$ cat src/rtl/slave_regfile_pkg.sv
// Shared defaults and register map for the traffic-light SPI register file.
package slave_regfile_pkg;

  localparam int DEF_DATA_W   = 8;
  localparam int DEF_ADDR_W   = 2;
  localparam int DEF_NUM_REGS = 4;

  typedef enum logic [DEF_ADDR_W-1:0] {
    A_T_R_WAIT = 2'd0,
    A_T_G_WAIT = 2'd1,
    A_T_Y_WAIT = 2'd2,
    A_MODE     = 2'd3
  } reg_addr_e;

endpackage

$ cat src/rtl/slave_regfile_param_sync_2ff.sv
// Single-bit two-flop synchroniser with asynchronous active-low reset.
module sync_2ff (
  input  logic spi_sclk,
  input  logic n_rst,
  input  logic d,
  output logic q
);

  logic sync1;

  always_ff @(posedge spi_sclk or negedge n_rst) begin
    if (!n_rst) begin
      sync1 <= 1'b0;
      q     <= 1'b0;
    end else begin
      sync1 <= d;
      q     <= sync1;
    end
  end

endmodule

$ cat src/rtl/slave_regfile_param.sv
// SPI-side configuration register file: pipelined writes with done/dirty
// reporting, and core-domain reads through a synchronised req/ack handshake.
module slave_regfile_param
  import slave_regfile_pkg::*;
#(
  parameter int                NUM_REGS = DEF_NUM_REGS,
  parameter int                DATA_W   = DEF_DATA_W,
  parameter int                ADDR_W   = DEF_ADDR_W,
  parameter logic [DATA_W-1:0] RST_VAL  = '0
) (
  input  logic                spi_sclk,
  input  logic                n_rst,
  input  logic [ADDR_W-1:0]   addr,
  input  logic                wen,
  input  logic [DATA_W-1:0]   data,
  input  logic                r_en,
  input  logic [ADDR_W-1:0]   r_addr,
  input  logic                done_sync2,
  output logic [DATA_W-1:0]   r_data,
  output logic                r_err,
  output logic                ren_ack,
  output logic                done,
  output logic [NUM_REGS-1:0] dirty,
  output logic                wr_err
);

  localparam logic [ADDR_W:0] NUM_REGS_L = NUM_REGS[ADDR_W:0];

  logic [ADDR_W-1:0]   addr_d;
  logic                wen_d;
  logic [DATA_W-1:0]   data_d;
  logic [DATA_W-1:0]   regs [NUM_REGS];
  logic                ren_sync2;
  logic                ren_sync3;
  logic                wr_in_range;
  logic                rd_in_range;
  logic                commit;
  logic                rd_rise;
  logic [NUM_REGS-1:0] wr_mask;
  logic [DATA_W-1:0]   rd_val;

  assign wr_in_range = ({1'b0, addr_d} < NUM_REGS_L);
  assign rd_in_range = ({1'b0, r_addr} < NUM_REGS_L);
  assign commit      = wen_d & wr_in_range;
  assign rd_rise     = ren_sync2 & ~ren_sync3;

  // Out-of-range read addresses fall through the mux as zero.
  always_comb begin
    wr_mask = '0;
    rd_val  = '0;
    for (int i = 0; i < NUM_REGS; i++) begin
      if (commit && (addr_d == ADDR_W'(i))) wr_mask[i] = 1'b1;
      if (r_addr == ADDR_W'(i))             rd_val     = regs[i];
    end
  end

  always_ff @(posedge spi_sclk or negedge n_rst) begin
    if (!n_rst) begin
      addr_d <= '0;
      wen_d  <= 1'b0;
      data_d <= '0;
    end else begin
      addr_d <= addr;
      wen_d  <= wen;
      data_d <= data;
    end
  end

  always_ff @(posedge spi_sclk or negedge n_rst) begin
    if (!n_rst) begin
      for (int i = 0; i < NUM_REGS; i++) regs[i] <= RST_VAL;
    end else begin
      for (int i = 0; i < NUM_REGS; i++) begin
        if (wr_mask[i]) regs[i] <= data_d;
      end
    end
  end

  // A commit beats a same-cycle acknowledge: only the fresh write stays dirty.
  always_ff @(posedge spi_sclk or negedge n_rst) begin
    if (!n_rst) begin
      done   <= 1'b0;
      dirty  <= '0;
      wr_err <= 1'b0;
    end else begin
      wr_err <= wen_d & ~wr_in_range;
      if (commit) begin
        done  <= 1'b1;
        dirty <= done_sync2 ? wr_mask : (dirty | wr_mask);
      end else if (done_sync2) begin
        done  <= 1'b0;
        dirty <= '0;
      end
    end
  end

  // Four-phase read: core raises r_en with r_addr stable; data/err are
  // captured once and valid while ren_ack=1; core drops r_en, ren_ack follows.
  sync_2ff u_ren_sync (
    .spi_sclk (spi_sclk),
    .n_rst    (n_rst),
    .d        (r_en),
    .q        (ren_sync2)
  );

  always_ff @(posedge spi_sclk or negedge n_rst) begin
    if (!n_rst) begin
      ren_sync3 <= 1'b0;
      ren_ack   <= 1'b0;
      r_data    <= '0;
      r_err     <= 1'b0;
    end else begin
      ren_sync3 <= ren_sync2;
      ren_ack   <= ren_sync2;
      if (rd_rise) begin
        r_data <= rd_in_range ? rd_val : '0;
        r_err  <= ~rd_in_range;
      end
    end
  end

endmodule
$ cat config.mk
export PLATFORM = sky130hd
export DESIGN_NAME = slave_regfile_param
export DESIGN_NICKNAME = d
export VERILOG_FILES = /design/src/rtl/slave_regfile_pkg.sv /design/src/rtl/slave_regfile_param_sync_2ff.sv /design/src/rtl/slave_regfile_param.sv
export SDC_FILE = /design/constraint.sdc
export NUM_CORES = 1
export LEC_CHECK = 0
export ABC_AREA = 1
export CAP_MARGIN = 10
export CORE_MARGIN = 2
export CORE_UTILIZATION = 32
export CTS_CLUSTER_SIZE = 40
export DETAILED_ROUTE_END_ITERATION = 8
export HOLD_SLACK_MARGIN = 0.08
export PLACE_DENSITY_LB_ADDON = 0.25
export SKIP_LAST_GASP = 1
export SYNTH_ARGS = -nofsm -noshare
export SYNTH_HDL_FRONTEND = slang
export SYNTH_SLANG_ARGS = --single-unit
$ cat constraint.sdc
create_clock -name spi_sclk -period 1.37 [get_ports spi_sclk]
set_input_delay 0.274 -clock spi_sclk [delete_from_list [all_inputs] [get_ports spi_sclk]]
set_output_delay 0.274 -clock spi_sclk [all_outputs]
set_load 0.03 [all_outputs]
* Yosys cells after proc, flatten, opt, wreduce, memory -nomap -nowiden *
Cells that the tools add are included.

word-level totals
  bits in registers = 59
  input port bits = 17
  word-level logic and storage cells = 42

cells by class
  eq/ne operators = 6
  muxes and demuxes = 13
  reduce and logical (&&, ||, !) cells = 7
  bitwise gates (word level) = 3

operators with widths
  operator              number
  $mux W8               4
  $mux W4               3
  $eq A2 B2 Y1 const B  4
  $mux W1               6
  $eq A2 B1 Y1 const B  2
  $logic_and A1 B1 Y1   4
  $logic_not A2 Y1      2
  $or A4 B4 Y4          1
  $reduce_bool A2 Y1    1
  $and A1 B1 Y1         1
  $not A1 Y1            1

* Logic depth before layout (Yosys ltp) *
  depth after elaboration = 6
  depth in mapped cells = 6
  gate-level depth less buffers = 5

* Modules after synthesis *
Synthesis repeated with hierarchy kept, for this count alone.

unflattened totals
  cell total of the unflattened synthesis = 236
  area, all modules = 2358.5 sq um

modules (own cells, without submodules)
  module               times used  area an instance (sq um)  sequential area each (sq um)  cells an instance
  slave_regfile_param  1           2308.5                    1426.4                        234
  sync_2ff             1           50.0                      50.0                          2

* Least setup slack after synthesis *
OpenSTA, ideal clock, no wires.

  path kind = register -> register
  start = reg ren_sync3
  end = reg r_data[5]
  data required time = 1.253 ns
  library setup time = 0.117 ns
  setup slack = 0.204 ns
  data arrival time = 1.050 ns
  cell stages (with the launch flop) = 7
  cells stage by stage = dfrtp_1 -> inv_1 -> nand2_1 -> buf_2 -> nor2_1 -> nand2_1 -> nand2_1

on the way
  word-level cells in the longest chain between the ends = 2

ends and longest elaborated chain
  element                   RTL line                    text
  start: declaration        slave_regfile_param.sv:34   logic ren_sync3;
  start signal: assignment  slave_regfile_param.sv:113  ren_sync3 <= ren_sync2;
  $not A1 Y1                slave_regfile_param.sv:45   assign rd_rise = ren_sync2 & ~ren_sync3;
  $and A1 B1 Y1             slave_regfile_param.sv:45
  end signal: assignment    slave_regfile_param.sv:116  r_data <= rd_in_range ? rd_val : '0;
  end: declaration          slave_regfile_param.sv:19   output logic [DATA_W-1:0] r_data,

No other way between the ends.
A chain may end at the register's enable or synchronous reset.

* Worst setup path in the final report *
  start = reg dirty[0]
  end = out dirty[0]

RTL lines
  element                   RTL line                   text
  start: declaration        slave_regfile_param.sv:23  output logic [NUM_REGS-1:0] dirty,
  start signal: assignment  slave_regfile_param.sv:89  dirty <= done_sync2 ? wr_mask : (dirty | wr_mask);

No word-level cell between the ends.

==> metrics.md <==
| Metric | Value |
|---|---|
| Crit-path cells | `clkdlybuf4s15_1` |
| Ranking of synthesized cells by area | `dfrtp_1 63%, nand2_1 11%, o21ai_2 7.4%` |
| R2r setup slk | `200 ps` |
| CTS tree | `built` |
| Required @ worst endpoint | `1100 ps` |
| Vias post-DR | `1,637` |
| Worst Path Arrival | `approximately 1100 ps` |
| Post-synth top area cell | `dfrtp_1` |
| Min-Delay Endpoint | `u_ren_sync.q` |
| N_diodes | `0` |
| Io pins | `33` |
| Clock group share of total power | `32.2%` |
| Yosys top cell area share | `62.7%` |
| EDFF count, synth | `0` |
| TritonCTS buffer count | `9` |
| Pwr Density | `1390 mW/mm^2` |
| Part of the Yosys area used for sequential elements | `62.7%` |
| Post-synthesis mux area share | `0%` |
| Gr ovfl total | `0` |
| Number of port buffers | `30` |
| Initial antenna violation count | `0` |
| Post-synthesis adder-cell area fraction | `0%` |
| CTS H-tree depth | `3` |
| RR Endpoint | `regs[14]` |
| Worst hold path depth | `0` |
| Slew at the pin with the worst max-slew slack | `516 ps` |
| Root Buffer | `clkbuf_8` |
| DRT Pass-1 Iters | `4` |
| Number of core rows | `31` |
| Final nets | `a little under 300` |
| Dpl hpwl | `about 3100 um` |
| # DRC | `0` |
| Vias per cell | `4.29` |
| First-pass GRT wire length | `around 7700 um` |
| Post-synthesis compound-gate area fraction | `12.9%` |
| DRT iter0 DRCs | `114` |
| Post-Syn Area per Cell | `9.98 um^2` |
| Period Utilization, post-route | `96.8%` |
| Maximum number of pins on one net before global-route repair | `60` |
| Final core utilization | `40.7%` |
| Mapped Cells | `236` |
| Gr usage total | `12.6%` |
| Worst path slowest cell | `dfrtp_1` |
| Xor-xnor portion of the synthesized cell area | `0%` |
| Fin crit period | `~1300 ps` |
| Library cells used by synthesis | `17` |
| Die width | `approximately 90 um` |
| Final WS setup | `43.5 ps` |
| Dpl cell area | `around 0.0028 mm^2` |
| Area grow syn2layout | `24.1%` |
| Antenna-violating nets left | `0` |
| Die Span Y | `between 80 and 90 um` |
| Peak supply drop | `0.429 mV` |
| Ys async rst share | `100%` |
| YS warnings | `0` |
| Clk Latency, worst-skew pair | `340 ps` |
| Post-route clock skew | `~5.7 ps` |
| Post-Layout Inst Area | `0.00292 mm^2` |
| Reg power frac | `51.6%` |
| Sw Share | `29.2%` |
| R2r startpoint | `addr_d[0]` |
| Reg clk slew, reported paths | `60 ps` |
| Synth Cell Area | `0.00235 mm^2` |
| Switching power | `approximately 1200 uW` |
| Fin. max-slew vios | `0` |
| Post-CTS setup buffers | `0` |
| Sinks on Clock Net | `around 60` |
| Internal power | `2880 uW` |
| Fmax | `between 0.7 and 0.8 GHz` |
| Synth Area in Simple Gates | `18.4%` |
| Share of cells above drive strength 1 | `between 20% and 30%` |
| Initial Util | `around 33%` |
| Crit end category | `primary output` |
| Reg2Reg Depth | `4` |
| HP Class | `reg -> reg` |
| Routed length per instance | `12.0 um` |
| Crit Path Category | `reg -> out` |
| MaxCap Viol Count | `0` |
| Vias in the first global route | `1,576` |
| Seq cells post-synth | `59` |
| Largest stage delay, worst path | `380 ps` |
| Full die area | `0.00806 mm^2` |
| Fin. Hold Viols | `0` |
| Clock Path Buffers | `2` |
| RD Place Congestion | `0.753` |
| Combinational family with the most area after synthesis | `simple AND/OR/NAND/NOR gates` |
| Critical path's top delay family | `flip-flops` |
| CP Buf/Inv Count | `1` |
| Setup-failing EPs final | `0` |
| Logic pwr share | `16.2%` |
| Post-place setup slack | `-262 ps` |
| RSZ-0062 raised after global routing | `false` |
| Crit-path max FO | `2` |
| Slew HR | `65.5%` |
| Lkg Pwr | `roughly 0.0014 uW` |
| Worst setup SP type | `flop` |
| Core area | `about 0.007 mm^2` |
| Hold_sp | `u_ren_sync.sync1` |
| Status | `finished, final reports clean` |
| Final WL | `4590 um` |
| Dominant synthesized flop cell | `dfrtp_1` |
## sequential cells by signal (all words and copies together) (netlist names)
signal / count
addr_d: 2
commit: 1
data_d: 8
dirty: 4
done: 1
r_data: 8
regs: 32
ren_sync3: 1
u_ren_sync.q: 1
u_ren_sync.sync1: 1
## final cells by class
type | count | area, um^2
multi-input cells | 152 | 747
well taps | 99 | 124
inverters | 17 | 63.8
clock inverters | 5 | 30.0
clock buffers | 11 | 131
repair buffers | 39 | 350
flip-flops and latches | 59 | 1480
fillers | 730 | 4250
## repair_timing
action	CTS	global route
endpoints found under the hold margin	59	0
hold buffers	1	0
endpoints found under the setup margin	11	18
gates resized for setup	18	14
## cells in the mapped netlist, types with 2 or more instances
master	count
o21ai_1	4
nand3_2	2
buf_4	2
nand2_2	2
buf_2	2
inv_1	17
o21ai_2	20
nand3_1	16
buf_6	4
o21ai_0	20
dfrtp_1	59
nand2_1	66
nor2_1	18
## cells by family (layout without fill, tap and decap cells)
kind of cell | after synthesis | after routing
buf+inv | 26 | 72
simple gates | 105 | 105
flops | 59 | 59
compound gates | 45 | 45
other cells | 1 | 2
## cells in the final DEF, fill, tap and decap left out, drive strengths merged
cell type	synthesis	final
inv	17	17
buf	8	12
o21bai	1	1
nand3	18	18
clkbuf	1	20
nor2	19	19
conb	1	2
dfrtp	59	59
dlygate4sd3	0	1
nand2	68	68
clkinvlp	0	2
clkdlybuf4s15	0	2
clkdlybuf4s50	0	15
clkinv	0	3
o21ai	44	44
## worst max path at each step
stage               startpoint         to  cells after the start
finish                dirty[0]   dirty[0]                      1
floorplan            ren_sync3  r_data[5]                      6
CTS                  r_data[1]  r_data[1]                      1
detailed placement   r_addr[0]  r_data[7]                      6
global placement     r_addr[0]  r_data[7]                      6
global route          dirty[0]   dirty[0]                      1
## stage by stage
stage	power (uW)	hold slack (ps)	std cells	setup TNS, ps
floorplan	2520	-21.6	237	0
global placement	2820	302	365	-1670
detailed placement	2830	305	365	-1920
CTS	4160	355	382	-14.8
global route	4330	351	382	0
finish	4070	353	382	0
## metal layers
layer / share of wire, % / vias up / global-route usage, %
met4: 2.7 / 0 / 8.46
met5: 0 / - / 0
li1: - / 851 / -
met3: 4.3 / 10 / 3.77
met1: 50 / 744 / 16.7
met2: 43 / 32 / 17.7
## power by group through the flow
| stage | logic (uW) | registers [uW] | clock network (uW) |
|---|---|---|---|
| final | 658 | 2100 | 1310 |
| after global routing | 740 | 2130 | 1460 |
| after CTS | 685 | 2100 | 1380 |
| after detailed placement | 704 | 2130 | 0 |
| after global placement | 690 | 2130 | 0 |
| after floorplan | 324 | 2200 | 0 |
Power figures use the tool's default switching activity.
